<file path="config.mk">
export PLATFORM = sky130hd
export DESIGN_NAME = gate_tester2
export DESIGN_NICKNAME = d
export VERILOG_FILES = /design/src/rtl/gate_tester2.sv
export SDC_FILE = /design/constraint.sdc
export NUM_CORES = 1
export LEC_CHECK = 0
export ABC_AREA = 1
export CELL_PAD_IN_SITES_DETAIL_PLACEMENT = 1
export CELL_PAD_IN_SITES_GLOBAL_PLACEMENT = 1
export CORE_MARGIN = 2
export CORE_UTILIZATION = 31
export DETAILED_ROUTE_END_ITERATION = 8
export PLACE_DENSITY_LB_ADDON = 0.1
export SYNTH_ARGS = -nofsm -noshare
export SYNTH_HDL_FRONTEND = slang
export SYNTH_SLANG_ARGS = --single-unit
</file>
<file path="constraint.sdc">
create_clock -name clk -period 1.8 [get_ports clk]
set_input_delay 0.45 -clock clk [delete_from_list [all_inputs] [get_ports clk]]
set_output_delay 0.45 -clock clk [all_outputs]
set_load 0.05 [all_outputs]
</file>
<file path="src/rtl/gate_tester2.sv">
// gate_tester2: walks all four input vectors of a 2-input gate and checks z0 against TRUTH.
module gate_tester2 #(
  parameter int         SETTLE = 2,
  parameter logic [3:0] TRUTH  = 4'b1000
) (
  input  logic       clk,
  input  logic       rstn,
  input  logic       start,
  input  logic       z0,
  output logic       x0,
  output logic       x1,
  output logic       busy,
  output logic       done,
  output logic       pass,
  output logic [2:0] err_cnt,
  output logic [1:0] first_fail
);
  typedef enum logic [1:0] {IDLE, RUN, FINISH} state_t;
  localparam int HW = SETTLE > 0 ? $clog2(SETTLE + 1) : 1;
  state_t r_state, w_next;
  logic [HW-1:0] r_hold;
  logic [1:0] r_vec;
  logic w_last, w_miss;
  logic [2:0] w_err;
  assign w_last = (r_state == RUN) && (r_hold == HW'(SETTLE));
  assign w_miss = w_last && (z0 != TRUTH[r_vec]);
  assign w_err  = err_cnt + {2'b00, w_miss};
  assign busy   = r_state == RUN;
  assign done   = r_state == FINISH;
  always_comb begin
    w_next = IDLE;
    w_next = r_state == IDLE ? (start ? RUN : IDLE) :
             r_state == RUN  ? ((w_last && r_vec == 2'd3) ? FINISH : RUN) : IDLE;
  end
  always_ff @(posedge clk or negedge rstn)
    if (!rstn) r_state <= IDLE;
    else r_state <= w_next;
  // r_vec wraps 3->0 on the final sample, which also returns the gate inputs to 00
  always_ff @(posedge clk or negedge rstn)
    if (!rstn) begin
      r_hold     <= '0;
      r_vec      <= '0;
      {x1, x0}   <= '0;
      pass       <= 1'b0;
      err_cnt    <= '0;
      first_fail <= '0;
    end else if (r_state == IDLE && start) begin
      r_hold     <= '0;
      r_vec      <= '0;
      {x1, x0}   <= '0;
      pass       <= 1'b0;
      err_cnt    <= '0;
      first_fail <= '0;
    end else if (r_state == RUN) begin
      if (w_last) begin
        r_hold   <= '0;
        r_vec    <= r_vec + 2'd1;
        {x1, x0} <= r_vec + 2'd1;
        err_cnt  <= w_err;
        if (w_miss && err_cnt == 3'd0) first_fail <= r_vec;
        if (r_vec == 2'd3) pass <= (w_err == 3'd0);
      end else r_hold <= r_hold + 1'b1;
    end
endmodule

</file>
==> flow_summary.ini <==
[critical_path]
reg2reg_slack_ns = 0.13
crit_chain = ha_4 > inv_2 > nand2_2 > nand2_2 > nor2_4 > ha_4 > ha_4 > nor2_2 > nand2_1 > nor2_1 > nand2_1 > nand2_1
cp-end-kind = flip-flop
worstRegToRegCells = 12
r2r_start = r_vec[0]
start_kind = flip-flop
slowest_delay_ns = 0.44
r2r-end = pass
crit_required_ns = 2.03
worstPathMaxFanout = 4
crit_slowest_cell = dfrtp_2
arrival_ns = 1.90
worstSetupPathType = reg -> reg

[sta]
finalSetupViolations = 0
fin_tns_setup_ns = 0
slew_headroom_pct = 62.1
setup_slack_ns = 0.125
hold_viol = 0
slew_viol_final = 0
fmax_ghz = 0.597
finClkSkew_ns = 0.0111
min_period_ns = 1.67
fin_crit_sh_pct = 93.0
worst_pin_slew_ns = 0.566

[synth]
yosys-top-cells-area = dfrtp_1 47%, nand2_1 14%, ha_1 5.9%
synth-xor-area-share_pct = 2.76
synthMuxAreaShare_pct = 0
yosysTopAreaCell = dfrtp_1
synth-adder-area-share_pct = 5.92
synthSimpleGateAreaFrac_pct = 31.0
yosys_warnings = 0
synth_top_family_by_area = simple AND/OR/NAND/NOR gates
synth_compound_area_share_pct = 7.69
yosysTopAreaCellShare_pct = 47.3
syn-num-nets = 84
syn_inst = 77
netlist_area_um2 = 634
syn_avg_cell_area_um2 = 8.24
yosysSeqAreaShare_pct = 47.3
synth_cell_types = 16
postSynthRegisterBits = 12

[run]
drv_cap = 0

[hold_path]
hp-start = pass
min_to = pass
hp-class = reg -> reg
hold_depth = 2

[pwr]
powerDensity_mw_per_mm2 = 1730
irDropWorstVdd_v = 0.000849
leakage_nw = 0.464

[status]
status = completed

[clock_tree]
cts_inserted_buffers = 3
hold_buffers = 0
h-tree-depth = 1
clock_latency_ns = 0.28
cts_root_buf = clkbuf_4
cts_tree = yes
clock_sinks = 12
clock_path_buffers = 2
clkTransAtPathRegs_ns = 0.09

[cells_and_area]
layout_common_cells = 22 x nand2_1, 15 x buf_4, 10 x dfrtp_1
area_growth_syn_to_layout_pct = 46.7
final_cells = 128
final_layout_size_suffix_gt1_share_pct = 35.6
final_common_cell = nand2_1
antenna_cells = 0
fill_cells = 255
final_nets = 109

[place]
post-dp-hpwl_um = 1230
port_buffers = 13
pre_cts_ws_ns = -0.338
gp_congestion = 0.705
place_inst = 123

[floorplanning]
fp.dieW_um = 49.2
row_count = 16
die_h_um = 49.2
ioPinCount = 14
dieArea_mm2 = 0.00242
coreArea_mm2 = 0.00194
start_util_pct = 32.7

[grt]
antenna_found_initial = 0
grt_max_degree = 13
grt_use_total_pct = 16.2
overflow = 0
grt_pass1_wl_um = 2880
grt_pass1_vias = 606

[route]
drt-total-wl_um = 1610
postRouteAntennaNets = 0
wl_per_cell_um = 12.6
vias_per_cell = 4.56
drc = 0
dr.pass1.iters = 2
drt_iter0_drc = 2
num_vias = 584
==> flip-flops by register name, summed over array words and instances (netlist names) <==
name and count:
err_cnt 3, pass 1, r_hold 2, first_fail 2
x1 1, r_vec 1, r_state 2
==> critical path: cells and delay by family, from the launching register on <==
kind,cells,cell delay (ns)
and+or+nand+nor,8,0.58
adders and majority gates,3,0.55
DFF,1,0.44
buffers and inverters,1,0.06
==> layer usage <==
metal | up-vias | global-route usage (%) | share of wire, %
met5 | - | 0 | 0
met4 | 0 | 10.0 | 3.0
met3 | 5 | 3.07 | 3.0
met2 | 10 | 26.6 | 49
met1 | 277 | 19.4 | 45
li1 | 292 | - | -
==> where the power goes <==
part	leakage, nW	switching, mW	internal [mW]
sequential	0.152	0.0771	0.370
clock	0.0150	0.0978	0.0860
combinational	0.297	0.611	0.366
==> cell families (layout without fill, tap and decap cells) <==
family	after synthesis	count (layout)
AO/OA/AOI/OAI	8	8
XOR/XNOR	2	2
adder cells (fa/ha/maj)	3	3
buffers and inverters	9	33
flip-flops	12	12
AND/OR/NAND/NOR	43	43
==> Yosys cell counts, drive strengths merged <==
cell,instances
nand4,1
o21ai,4
dfrtp,12
inv,9
nand3,6
ha,3
nand2,25
xnor2,1
a21oi,2
xor2,1
nor2,11
a22oi,2
==> layout make-up <==
type	instances	area (µm²)	area share, %
timing repair buffer	20	181	19.5
multi-input combinational	56	353	37.9
tap	27	33.8	3.63
clock buffer	4	26.3	2.82
inverter	9	33.8	3.63
sequential	12	303	32.5
==> worst max path at each step <==
stage,from,to,cells past startpoint
2_1_floorplan,r_vec[0],pass,12
3_3_place_gp,z0,pass,12
3_5_place_dp,z0,pass,12
4_1_cts,r_vec[0],pass,12
5_1_grt,r_vec[0],pass,12
6_report,r_vec[0],pass,12
==> stage by stage <==
| stage | power [mW] | instance area (µm²) | utilization, % | hold slack [ns] |
|---|---|---|---|---|
| 5_1_grt | 1.76 | 931 | 47.9 | 0.551 |
| 4_1_cts | 1.60 | 891 | 45.9 | 0.503 |
| 3_5_place_dp | 1.39 | 858 | 44.2 | 0.481 |
| 2_1_floorplan | 1.05 | 649 | - | 0.154 |
| 6_report | 1.61 | 931 | 47.9 | 0.496 |
| 3_3_place_gp | 1.38 | 858 | 44.2 | 0.473 |
==> repair_timing <==
| action | CTS | global route |
|---|---|---|
| pin swaps | 0 | 7 |
| endpoints found under the setup margin | 1 | 1 |
| gates resized for setup | 1 | 7 |
| buffers inserted | 1 | 0 |
Power figures use the tool's default switching activity.
